<file path="src/rtl/cache_burst_addr_gen.sv">
// Rebuilds byte addresses from {tag, index, word} and sequences an 8-beat line burst (linear or critical-word-first wrap).
// Latency: first beat valid the cycle after accept; one beat per cycle while mem_ready=1; done pulses one cycle after the 8th beat.
// Backpressure: mem_ready=0 holds the current beat stable; requests are refused (req_ready=0) from accept until back in IDLE.
module cache_burst_addr_gen #(
    parameter  int ADDR_W   = 16,
    parameter  int INDEX_W  = 5,
    parameter  int OFFSET_W = 5,
    localparam int TAG_W    = ADDR_W - INDEX_W - OFFSET_W
) (
    input  logic                clk,
    input  logic                rst_n,
    input  logic                req_valid,
    output logic                req_ready,
    input  logic [TAG_W-1:0]    req_tag,
    input  logic [INDEX_W-1:0]  req_index,
    input  logic [2:0]          req_word,
    input  logic                req_wrap,
    output logic [ADDR_W-1:0]   mem_addr,
    output logic                mem_valid,
    input  logic                mem_ready,
    output logic                mem_last,
    output logic                busy,
    output logic                done
);

    typedef enum logic [1:0] {
        IDLE  = 2'd0,
        BURST = 2'd1,
        DONE  = 2'd2
    } state_t;

    state_t               r_state;
    state_t               w_state_nxt;
    logic [TAG_W-1:0]     r_tag;
    logic [TAG_W-1:0]     w_tag_nxt;
    logic [INDEX_W-1:0]   r_index;
    logic [INDEX_W-1:0]   w_index_nxt;
    logic [2:0]           r_word_ptr;
    logic [2:0]           w_word_ptr_nxt;
    logic [2:0]           r_beat;
    logic [2:0]           w_beat_nxt;
    logic                 r_mem_valid;
    logic                 w_mem_valid_nxt;
    logic                 r_mem_last;
    logic                 w_mem_last_nxt;
    logic                 r_busy;
    logic                 w_busy_nxt;
    logic                 r_done;
    logic                 w_done_nxt;
    logic                 w_mem_hs;

    assign w_mem_hs  = r_mem_valid && mem_ready;
    assign req_ready = (r_state == IDLE);

    always_ff @(posedge clk or negedge rst_n) begin
        if (!rst_n) begin
            r_state     <= IDLE;
            r_tag       <= '0;
            r_index     <= '0;
            r_word_ptr  <= '0;
            r_beat      <= '0;
            r_mem_valid <= 1'b0;
            r_mem_last  <= 1'b0;
            r_busy      <= 1'b0;
            r_done      <= 1'b0;
        end else begin
            r_state     <= w_state_nxt;
            r_tag       <= w_tag_nxt;
            r_index     <= w_index_nxt;
            r_word_ptr  <= w_word_ptr_nxt;
            r_beat      <= w_beat_nxt;
            r_mem_valid <= w_mem_valid_nxt;
            r_mem_last  <= w_mem_last_nxt;
            r_busy      <= w_busy_nxt;
            r_done      <= w_done_nxt;
        end
    end

    always_comb begin
        w_state_nxt     = r_state;
        w_tag_nxt       = r_tag;
        w_index_nxt     = r_index;
        w_word_ptr_nxt  = r_word_ptr;
        w_beat_nxt      = r_beat;
        w_mem_valid_nxt = r_mem_valid;
        w_mem_last_nxt  = r_mem_last;
        w_busy_nxt      = r_busy;
        w_done_nxt      = 1'b0;

        case (r_state)
            IDLE: begin
                if (req_valid) begin
                    w_tag_nxt       = req_tag;
                    w_index_nxt     = req_index;
                    w_word_ptr_nxt  = req_wrap ? req_word : 3'd0;
                    w_beat_nxt      = 3'd0;
                    w_mem_valid_nxt = 1'b1;
                    w_mem_last_nxt  = 1'b0;
                    w_busy_nxt      = 1'b1;
                    w_state_nxt     = BURST;
                end
            end
            BURST: begin
                if (w_mem_hs) begin
                    if (r_beat == 3'd7) begin
                        w_mem_valid_nxt = 1'b0;
                        w_mem_last_nxt  = 1'b0;
                        w_done_nxt      = 1'b1;
                        w_state_nxt     = DONE;
                    end else begin
                        // 3-bit pointer wraps 7->0 inside the line; tag/index untouched
                        w_word_ptr_nxt  = r_word_ptr + 3'd1;
                        w_beat_nxt      = r_beat + 3'd1;
                        w_mem_last_nxt  = (r_beat == 3'd6);
                    end
                end
            end
            DONE: begin
                w_busy_nxt  = 1'b0;
                w_state_nxt = IDLE;
            end
            default: begin
                w_state_nxt = IDLE;
            end
        endcase
    end

    assign mem_addr  = {r_tag, r_index, r_word_ptr, 2'b00};
    assign mem_valid = r_mem_valid;
    assign mem_last  = r_mem_last;
    assign busy      = r_busy;
    assign done      = r_done;

endmodule

</file>
<file path="config.mk">
export PLATFORM = sky130hd
export DESIGN_NAME = cache_burst_addr_gen
export DESIGN_NICKNAME = d
export VERILOG_FILES = /design/src/rtl/cache_burst_addr_gen.sv
export SDC_FILE = /design/constraint.sdc
export NUM_CORES = 1
export LEC_CHECK = 0
export ABC_AREA = 0
export CORE_MARGIN = 1
export CORE_UTILIZATION = 45
export DETAILED_ROUTE_END_ITERATION = 12
export PLACE_DENSITY = 0.8
export SLEW_MARGIN = 20
export SYNTH_ARGS = -nofsm -noshare
export SYNTH_HDL_FRONTEND = slang
export SYNTH_SLANG_ARGS = --single-unit
</file>
<file path="constraint.sdc">
create_clock -name clk -period 3.2 [get_ports clk]
set_clock_uncertainty 0.05 [all_clocks]
set_input_delay 0.64 -clock clk [delete_from_list [all_inputs] [get_ports clk]]
set_output_delay 0.64 -clock clk [all_outputs]
set_load 0.02 [all_outputs]
</file>
==> flow_summary.yaml <==
floorplan:
  start_util: 0.495
  die_x_um: 52.1
  rows: 17
  core_area_um2: 2280
  die-area_um2: 2710
  die_h_um: 52.1
  io_pins: 40
critical_path:
  slowest_stage: "clkdlybuf4s50_1"
  crit_path_start_kind: "register"
  cp-end-kind: "output port"
  worst_r2r_endpoint: "r_index[2]$_DFFE_PN0P_"
  cp.arrival_ns: 1.70
  crit_required_ns: 2.51
  r2r_slack_ns: 1.23
  slowest_delay_ns: 0.62
  cp_num_buf_inv: 1
  r2r_cells: 2
  path_delay_family: "buffers and inverters"
  path_max_fanout: 15
  crit_type: "reg -> out"
  r2r-start: "r_state[0]$_DFFE_PN0P_"
  crit_path_cell_trace: "nor2_1, clkdlybuf4s50_1"
timing:
  tightest_slew_ns: 0.888
  finalMaxSlewViolations: 0
  finalHoldViolations: 0
  period_needed_ns: 2.39
  slew_headroom: 0.405
  setup_ws_ns: 0.811
  rsz0062_at_grt: "no"
  timing.fmax_ghz: 0.419
  finalSetupViolCount: 0
  finalSetupTns_ns: 0
  timing.final.crit_share: 0.747
  whs_ns: 0.448
synth:
  ys_warn_count: 0
  synth_top_area_cell: "dfrtp_1"
  synth_ff_type: "dfrtp_1"
  yosysMostFrequentCell: "dfrtp_1"
  syn_area_um2: 1130
  postSynthCellCount: 94
  synth.distinct_cells: 34
  yosys.area.top_type_share: 0.511
  synth_edf_count: 0
  synthTopCellsByArea: "dfrtp_1 (51%), mux2_1 (12%), ha_1 (5.5%)"
  ys_top_cells_by_count: "dfrtp_1 (23), mux2_1 (12), nand2_1 (8)"
  ys_seq_area_frac: 0.511
  avgSynthCellArea_um2: 12.0
  synthArstFlopShare: 1.00
  postSynthRegisterBits: 23
pwr:
  p_int_uw: 790
  p_clk_frac: 0.104
  swShare: 0.386
  pwr-share-comb: 0.502
  switchingPower_uw: 496
  p_seq_frac: 0.394
  p_leak_uw: 0.000701
  p_per_area_nw_per_um2: 840
  vdd_drop_max_v: 0.000444
final_layout:
  layout-drive-gt1-share: 0.0909
  syn2layout_area_growth_pct: 35.8
  diodes: 0
  nets: 157
detailed_routing:
  vias_per_cell: 5.28
  drt-total-wl_mm: 2.18
  wl_per_cell_um: 13.6
  wl_met1_um: 943
  met3WireLength_um: 120
  via_count: 845
  drc: 0
  ant_nets: 0
  drt_iter0_drc: 8
  routed.top_layer: "met4"
  drtPass1Iterations: 2
  wl_met2_mm: 1.10
clocking:
  clkLatencyLatePin_ns: 0.31
  post_cts_buffers: 0
  cts_num_sinks: 23
  numCtsBuffers: 3
  postCtsHoldBufs: 0
  cts_tree: "built"
  cts-resized-gates: 0
  cts_root_buffer: "clkbuf_4"
  htree_levels: 1
  clock_path_buffers: 2
  clk_pin_slew_ns: 0.12
global_routing:
  grt_pass1_wl_mm: 3.73
  grt_util_all_layers: 0.187
  grt_pass1_vias: 899
  grt_max_degree: 24
  grt_overflow: 0
  antenna_found_initial: 0
hold_path:
  hold_path_end: "mem_last$_DFFE_PN0P_"
  min_delay_path_depth: 1
  hp-class: "reg -> reg"
  min-delay-start: "mem_last$_DFFE_PN0P_"
run_status:
  status: "completed"
place:
  hpwl_mm: 1.64
  pre_cts_ws_ns: 0.744
  globalplace.congestion: 0.722
  portBuffers: 37
job:
  drv_cap: 0
through the flow:
stage | area [µm²] | power (µW) | utilization | instances
6_report | 1530 | 1290 | 0.673 | 160
5_1_grt | 1530 | 1380 | 0.673 | 160
4_1_cts | 1530 | 1300 | 0.673 | 160
3_5_place_dp | 1510 | 1170 | 0.661 | 156
3_3_place_gp | 1510 | 1140 | 0.661 | 156
2_1_floorplan | 1130 | 889 | - | 95
worst max-delay path by stage:
stage                                      start                         to  slack [ns]  cells after the start
after global placement                 req_valid       r_tag[5]$_DFFE_PN0P_        0.82                      3
final                     r_state[0]$_DFFE_PN0P_                  req_ready        0.81                      2
after floorplan            r_beat[0]$_DFFE_PN0P_  r_word_ptr[1]$_DFFE_PN0P_        1.50                      5
after global routing      r_state[0]$_DFFE_PN0P_                  req_ready        0.72                      2
after CTS                 r_state[0]$_DFFE_PN0P_                  req_ready        0.81                      2
after detailed placement               req_valid     r_index[2]$_DFFE_PN0P_        0.74                      3
cell families (layout without fill, tap and decap cells):
family / count (synthesis) / in the layout / share of synthesized area
flops: 23 / 23 / 0.511
buf+inv: 13 / 50 / 0.0610
simple gates: 25 / 25 / 0.144
compound gates: 13 / 13 / 0.0866
mux: 14 / 14 / 0.139
fa+ha+maj: 5 / 5 / 0.0555
other cells: 1 / 2 / 0.00333
power groups by stage:
| stage | clock network [µW] | registers (µW) | logic, µW |
|---|---|---|---|
| floorplan | 0 | 603 | 286 |
| global placement | 0 | 506 | 634 |
| detailed placement | 0 | 515 | 651 |
| CTS | 137 | 508 | 653 |
| global route | 148 | 527 | 700 |
| finish | 134 | 507 | 646 |
layout by cell type, fill, tap and decap left out, drive strengths merged, types with 2 or more instances in the layout:
cell type / netlist / layout
clkdlybuf4s50: 0 / 37
dfrtp: 23 / 23
mux2: 13 / 13
nand2: 8 / 8
inv: 8 / 8
ha: 5 / 5
nor4: 4 / 4
clkbuf: 0 / 4
a21o: 3 / 3
nor3: 2 / 2
a21oi: 2 / 2
o21ai: 2 / 2
conb: 1 / 2
sequential cells by signal, indices dropped and copies added, names as in the netlist:
register,flops
r_index,5
r_state,2
done,1
mem_valid,1
r_word_ptr,3
r_beat,3
mem_last,1
r_tag,6
busy,1
layout make-up:
type,instances,area [µm²]
fill,177,744
sequential,23,576
multi-input combinational,59,487
timing repair buffer,38,378
tap,28,35.0
inverter,8,30.0
clock buffer,4,26.3
metal layers:
metal / vias up / track usage
met5: - / 0
met3: 2 / 0.0234
met1: 411 / 0.205
li1: 401 / -
met2: 31 / 0.359
met4: 0 / 0.0676
No activity file was read; power rests on OpenSTA's default activity.
